**src/rtl/cpu_seq_ctrl.sv**
```systemverilog
// Multi-cycle sequencer for the 16-bit stack CPU datapath.
// Decodes ir[15:11] and issues strobes, mux selects and memory handshakes.
//   state  | meaning
//   IDLE   | waiting for start, all outputs quiet
//   FETCH  | read instruction at PC, ld_ir when memory answers
//   DECODE | one cycle to route on opcode
//   MEM    | single data access at SP / SP-1 until mem_ready
//   EXEC   | write-back strobes, retire instruction
//   HALT   | parked until reset
module cpu_seq_ctrl #(
  parameter int          CNT_W    = 16,
  parameter logic [4:0]  HALT_OPC = 5'b11111
) (
  input  logic             clock,
  input  logic             reset,
  input  logic             start,
  input  logic [15:0]      ir,
  input  logic             cond_true,
  input  logic             mem_ready,
  output logic             mem_req,
  output logic             mem_we,
  output logic [1:0]       addr_src,
  output logic             data_src,
  output logic             ld_ir,
  output logic             ld_pc,
  output logic             ld_sp,
  output logic             ld_reg,
  output logic             ld_flg,
  output logic [1:0]       pc_src,
  output logic             sp_dec,
  output logic [2:0]       alu_func,
  output logic [3:0]       cond_sel,
  output logic             halted,
  output logic             illegal,
  output logic [CNT_W-1:0] retired
);

  typedef enum logic [2:0] {
    S_IDLE, S_FETCH, S_DECODE, S_MEM, S_EXEC, S_HALT
  } state_t;

  state_t           state_q, state_d;
  logic [CNT_W-1:0] retired_q, retired_d;

  logic [4:0] opc;
  logic is_halt, is_push, is_pop, is_alu, is_jmp, is_call, is_ret;
  logic is_mem, is_write, is_illegal;
  logic unused_ir;

  assign opc       = ir[15:11];
  assign unused_ir = ^ir[6:0];

  // HALT_OPC is checked first so a remapped halt code still wins over any class
  assign is_halt    = (opc == HALT_OPC);
  assign is_push    = !is_halt && (opc == 5'b00000);
  assign is_pop     = !is_halt && (opc == 5'b00001);
  assign is_alu     = !is_halt && (opc[4:3] == 2'b01);
  assign is_jmp     = !is_halt && (opc == 5'b10000);
  assign is_call    = !is_halt && (opc == 5'b10001);
  assign is_ret     = !is_halt && (opc == 5'b10010);
  assign is_mem     = is_push || is_pop || is_alu || is_call || is_ret;
  assign is_write   = is_push || is_call;
  assign is_illegal = !is_halt && !is_mem && !is_jmp;

  always_ff @(posedge clock) begin
    if (reset) begin
      state_q   <= S_IDLE;
      retired_q <= '0;
    end else begin
      state_q   <= state_d;
      retired_q <= retired_d;
    end
  end

  always_comb begin
    state_d   = state_q;
    retired_d = retired_q;
    case (state_q)
      S_IDLE:   if (start) state_d = S_FETCH;
      S_FETCH:  if (mem_ready) state_d = S_DECODE;
      S_DECODE: begin
        if (is_halt)     state_d = S_HALT;
        else if (is_mem) state_d = S_MEM;
        else             state_d = S_EXEC;
      end
      S_MEM:    if (mem_ready) state_d = S_EXEC;
      S_EXEC: begin
        state_d   = S_FETCH;
        retired_d = retired_q + 1'b1;
      end
      S_HALT:   state_d = S_HALT;
      default:  state_d = S_IDLE;
    endcase
  end

  always_comb begin
    mem_req  = 1'b0;
    mem_we   = 1'b0;
    addr_src = 2'd0;
    data_src = 1'b0;
    ld_ir    = 1'b0;
    ld_pc    = 1'b0;
    ld_sp    = 1'b0;
    ld_reg   = 1'b0;
    ld_flg   = 1'b0;
    pc_src   = 2'd0;
    sp_dec   = 1'b0;
    alu_func = 3'd0;
    cond_sel = (state_q == S_IDLE) ? 4'd0 : ir[10:7];
    halted   = 1'b0;
    illegal  = 1'b0;
    case (state_q)
      S_FETCH: begin
        mem_req = 1'b1;
        ld_ir   = mem_ready;
      end
      S_MEM: begin
        mem_req  = 1'b1;
        mem_we   = is_write;
        addr_src = is_write ? 2'd2 : 2'd1;
        data_src = is_call;
      end
      S_EXEC: begin
        ld_pc = 1'b1;
        if (is_push) begin
          ld_sp  = 1'b1;
          sp_dec = 1'b1;
        end
        if (is_pop) begin
          ld_reg = 1'b1;
          ld_sp  = 1'b1;
        end
        if (is_alu) begin
          alu_func = opc[2:0];
          ld_reg   = 1'b1;
          ld_flg   = 1'b1;
        end
        if (is_jmp)  pc_src = cond_true ? 2'd1 : 2'd0;
        if (is_call) begin
          pc_src = 2'd1;
          ld_sp  = 1'b1;
          sp_dec = 1'b1;
        end
        if (is_ret) begin
          pc_src = 2'd2;
          ld_sp  = 1'b1;
        end
        illegal = is_illegal;
      end
      S_HALT:  halted = 1'b1;
      default: ;
    endcase
  end

  assign retired = retired_q;

endmodule

```
**config.mk**
```make
export PLATFORM = sky130hd
export DESIGN_NAME = cpu_seq_ctrl
export DESIGN_NICKNAME = d
export VERILOG_FILES = /design/src/rtl/cpu_seq_ctrl.sv
export SDC_FILE = /design/constraint.sdc
export NUM_CORES = 1
export LEC_CHECK = 0
export CORE_ASPECT_RATIO = 1.5
export CORE_MARGIN = 2
export CORE_UTILIZATION = 30
export CTS_CLUSTER_SIZE = 12
export DETAILED_ROUTE_END_ITERATION = 8
export SKIP_CTS_REPAIR_TIMING = 1
export SLEW_MARGIN = 10
export SYNTH_ARGS = -nofsm -noshare
export SYNTH_HDL_FRONTEND = slang
export SYNTH_SLANG_ARGS = --single-unit
```
**constraint.sdc**
```tcl
create_clock -name clock -period 2.61 [get_ports clock]
set_input_delay 0.522 -clock clock [delete_from_list [all_inputs] [get_ports clock]]
set_output_delay 0.522 -clock clock [all_outputs]
set_load 0.01 [all_outputs]
```
### Word level (Yosys, flattened, before mapping)

Index checks and enable logic that the tools add are counted.

| storage, ports and cells | value |
|---|---|
| output and inout bits | 38 |
| input port bits | 21 |
| logic and storage cells | 72 |
| bits in registers | 19 |

| cells by class | value |
|---|---|
| add/subtract/negate cells | 1 |
| eq/ne operators | 14 |
| reductions and logical operators | 20 |
| muxes and demuxes | 35 |

Operator list:

| operator | count |
|---|---|
| 1-bit 2-to-1 mux | 21 |
| 3-bit 2-to-1 mux | 7 |
| 5-bit == test (second input constant) | 4 |
| 3-bit case mux with 6 select lines | 1 |
| 16-bit by 1-bit adder with 16-bit output (second input constant) | 1 |
| 2-bit 2-to-1 mux | 5 |
| 1-bit logical AND | 8 |
| 3-bit by 2-bit == test with 1-bit output (second input constant) | 2 |
| 3-bit == test (second input constant) | 2 |
| 2-bit inequality test (second input constant) | 3 |
| 5-bit by 1-bit == test with 1-bit output (second input constant) | 1 |
| 5-bit logical NOT | 1 |
| 1-bit logical OR | 5 |
| 4-bit 2-to-1 mux | 1 |
| 3-bit by 1-bit == test with 1-bit output (second input constant) | 1 |
| 1-bit logical NOT | 3 |
| 3-bit logical NOT | 1 |
| 3-bit AND reduction | 1 |
| 2-bit by 1-bit == test with 1-bit output (second input constant) | 1 |
| 2-bit OR reduction | 1 |

### Depth between registers and ports, before layout

| depth | value |
|---|---|
| word-level depth | 11 |
| depth in mapped cells | 7 |
| gate-level depth less buffers | 6 |

### Least setup slack after synthesis

Ideal clock, no wire load.

| path | value |
|---|---|
| path kind | input to output |
| start point | input ir[14] |
| end point | output alu_func[0] |
| stages | 3 |
| data required time | 2.088 ns |
| path buffers | 1 |
| setup slack | 0.639 ns |
| arrival | 1.449 ns |
| cell sequence | clkbuf_1 -> nor3b_1 -> and2_1 |

| between the ends | value |
|---|---|
| word-level cells in the longest chain between the ends | 5 |
| elaborated cells on any way between the ends | 6 |
| classes of those cells | eq/ne: 2; mux: 2; reduce/logical: 2 |

RTL lines:

| item | line | source |
|---|---|---|
| from (decl) | 17 | `input logic [15:0] ir,` |
| 5-bit == test | 54 | `assign is_halt = (opc == HALT_OPC);` |
| 1-bit logical NOT | 57 | `assign is_alu = !is_halt && (opc[4:3] == 2'b01);` |
| 1-bit logical AND * | 57 |  |
| 3-bit 2-to-1 mux * | 133 | `if (is_alu) begin` |
| 3-bit 2-to-1 mux * | 112 | `case (state_q)` |
| to (decl) | 31 | `output logic [2:0] alu_func,` |

Every way passes the cells marked *; elsewhere a longest branch is shown, timed or not.

### Final worst setup path

| path | value |
|---|---|
| start point | input mem_ready |
| end point | output ld_ir |

| between the ends | value |
|---|---|
| word-level cells in the longest chain between the ends | 1 |

RTL lines:

| item | line | source |
|---|---|---|
| from (decl) | 19 | `input logic mem_ready,` |
| 1-bit 2-to-1 mux | 112 |  |
| to (decl) | 24 | `output logic ld_ir,` |

Every way passes these cells.

==> reports/metrics.csv <==
stage;metric;value;unit
run_status;status;completed;
setup_path;CP Buf/Inv Count;3;
placement;Placed Area;0.00179;mm^2
hold_path;min-delay worst type;reg -> reg;
logic_synthesis;Synth area leaders;dfxtp_1, nor2_1, a21oi_1;
logic_synthesis;share of the synthesized area in the top cell type;32.4;%
placement;GPL Wtd Cong;0.825;
timing;setup slack after layout;0.110;ns
global_routing;vias in the first global route;1316;
drt;via count;1317;
logic_synthesis;Post-synth EDFFs;0;
logic_synthesis;largest area contributor in the netlist;dfxtp_1;
logic_synthesis;library cells used by synthesis;41;
clock_network;Worst-Skew Late Latency;0.25;ns
placement;Placed Instances;252;
global_routing;Total GRT Usage;16.2;%
placement;PortBufs;51;
setup_path;CP max FO;2;
timing;endpoints failing setup;0;
finish;fin nets;236;
drt;DR pass1 iterations;4;
setup_path;max incr delay on CP;0.61;ns
floorplanning;I/O pin cnt;59;
floorplanning;width of the die;55.0;um
logic_synthesis;Cells after Synth;155;
drt;DRT iter0 DRCs;27;
floorplanning;row count;27;
setup_path;Worst EP required;2.09;ns
finish;Non-Filler Instances;256;
setup_path;CP max stage cell;clkdlybuf4s50_1;
logic_synthesis;Mean Syn Cell Area;7.56;um^2
global_routing;initial antenna violation count;0;
clock_network;Reg clk slew, reported paths;0.07;ns
clock_network;cts bufs inserted;3;
drt;number of remaining DRC errors;0;
power;LEAKAGE;0.000824;uW
logic_synthesis;sequential area share after synthesis;32.4;%
timing;part of the cycle the worst path needs;95.8;%
setup_path;CP Cell Sequence;clkdlybuf4s50_1 > inv_1 > nor3b_1 > clkdlybuf4s50_1;
timing;minimum clock period;2.50;ns
setup_path;CP Class;in -> out;
clock_network;Sink Count;19;
setup_path;Top cell by count, worst path;clkdlybuf4s50_1;
global_routing;GRT overflow;0;
timing;unrepaired setup endpoints after global routing;false;
floorplanning;die area;0.00443;mm^2
global_routing;pin count of the biggest net entering global routing;12;
job;max cap viols;0;
finish;# fillers;383;
drt;DRT Wirelength;3320;um
power;VDD IR max;234;uV
drt;drt wl/cell;13.0;um
timing;fin. max-slew vios;0;
clock_network;CTS tree;yes;
placement;HPWL Detailed;2640;um
clock_network;H-tree depth;1;
timing;Clock Skew;0.00295;ns
timing;worst rel slew slack;72.1;%
setup_path;Crit. End Element;output port;
placement;Setup WS pre-CTS;-0.0951;ns
setup_path;Worst EP arrival;1.98;ns
drt;post-route ant nets;0;
timing;Max Freq;0.400;GHz
setup_path;CP startpoint kind;input pin;
finish;Layout area overhead;59.9;%
clock_network;clock root buffer;clkbuf_8;
logic_synthesis;post-synth net total;177;
logic_synthesis;Yosys warning total;0;
floorplanning;initial core utilization;31.5;%
timing;worst slew pin tran;0.415;ns
drt;Via density;5.14;
finish;layout cells sized above 1;11.7;%
floorplanning;chip height;80.6;um
timing;final hold vios;0;
global_routing;global-route wire length before repair;5490;um
finish;Antenna Cells;0;
logic_synthesis;most common cell in the synthesized netlist;dfxtp_1;
logic_synthesis;Synth Cell Area;0.00117;mm^2
floorplanning;core footprint;0.00372;mm^2
logic_synthesis;share of synthesized registers carrying an async set or reset;0;%
setup_path;Crit path max-delay family;buffers and inverters;
power;total chip power;625;uW
logic_synthesis;Yosys reg bits;19;
power;PwrDens;333;mW/mm^2
clock_network;CTS max path bufs;2;
finish;post-route cell area;0.00187;mm^2
logic_synthesis;Main synth FF type;dfxtp_1;
logic_synthesis;Commonest cells post-synth;dfxtp_1, nor2_1, nand2_1;
[power breakdown]
part | internal, uW | total [uW] | switching, uW
Combinational | 67.4 | 121 | 53.2
Clock | 108 | 202 | 93.6
Sequential | 294 | 302 | 8.14
Total | 470 | 625 | 155
[sequential cells by signal, indices dropped and copies added, names as in the netlist]
register,flops
retired,16
state_q,3
[final timing paths]
path               startpoint           to  slack (ns)  cells after the start
hold reg to reg   retired[15]  retired[15]        0.48                      2
setup reg to reg   state_q[0]  retired[12]        0.74                      7
hold / removal    retired[15]  retired[15]        0.48                      2
setup / recovery    mem_ready        ld_ir        0.11                      4
[metrics by stage]
stage | TNS (ns) | util (%) | hold slack (ns)
after floorplan | 0 | - | 0.496
after global placement | -0.598 | 48.1 | 0.477
after detailed placement | -0.570 | 48.1 | 0.479
after CTS | -0.746 | 49.3 | 0.488
after global routing | 0 | 50.4 | 0.526
final | 0 | 50.4 | 0.485
[per-layer routing]
metal | part of all wire (%) | vias to the layer above | track usage, %
met2 | 55 | 43 | 30.5
met1 | 38 | 607 | 16.7
li1 | - | 662 | -
met5 | 0 | - | 0
met3 | 4.8 | 5 | 2.23
met4 | 1.4 | 0 | 6.83
[kinds of logic after synthesis]
kind of cell,count (synthesis),synth area share [%]
xor+xnor,9,6.72
simple gates,82,38.8
fa+ha+maj,1,1.07
compound gates,29,15.2
flops,19,32.4
buf+inv,15,5.76
[area by class of cell]
type / count / area (um^2) / area share (%)
tap: 43 / 53.8 / 2.87
timing repair buffer: 64 / 633 / 33.8
inverter: 5 / 20.0 / 1.07
sequential: 19 / 382 / 20.4
multi-input combinational: 121 / 741 / 39.5
clock buffer: 4 / 45.0 / 2.40
[worst register-to-register path, stage by stage, from the launching register on]
cell	delay [ns]
dfxtp_1	0.41
nor2_2	0.13
nand2_2	0.14
clkinv_2	0.08
buf_4	0.18
nand3_1	0.26
o311ai_0	0.41
o41ai_1	0.14
[cell usage in the layout, fill, tap and decap left out, types with 3 or more instances in the layout]
master,instances
nand4_1,4
nand2b_1,4
nand3_1,6
a21oi_1,11
nor3_1,3
dfxtp_1,18
nand2_1,12
nor2_1,16
and4_1,3
dlymetal6s2s_1,10
o21ai_0,7
and2_1,5
buf_4,13
or3_1,4
clkbuf_8,3
xor2_1,6
and3_1,3
inv_1,4
nor2b_1,7
xnor2_1,3
clkdlybuf4s50_1,41
Power figures use the tool's default switching activity.
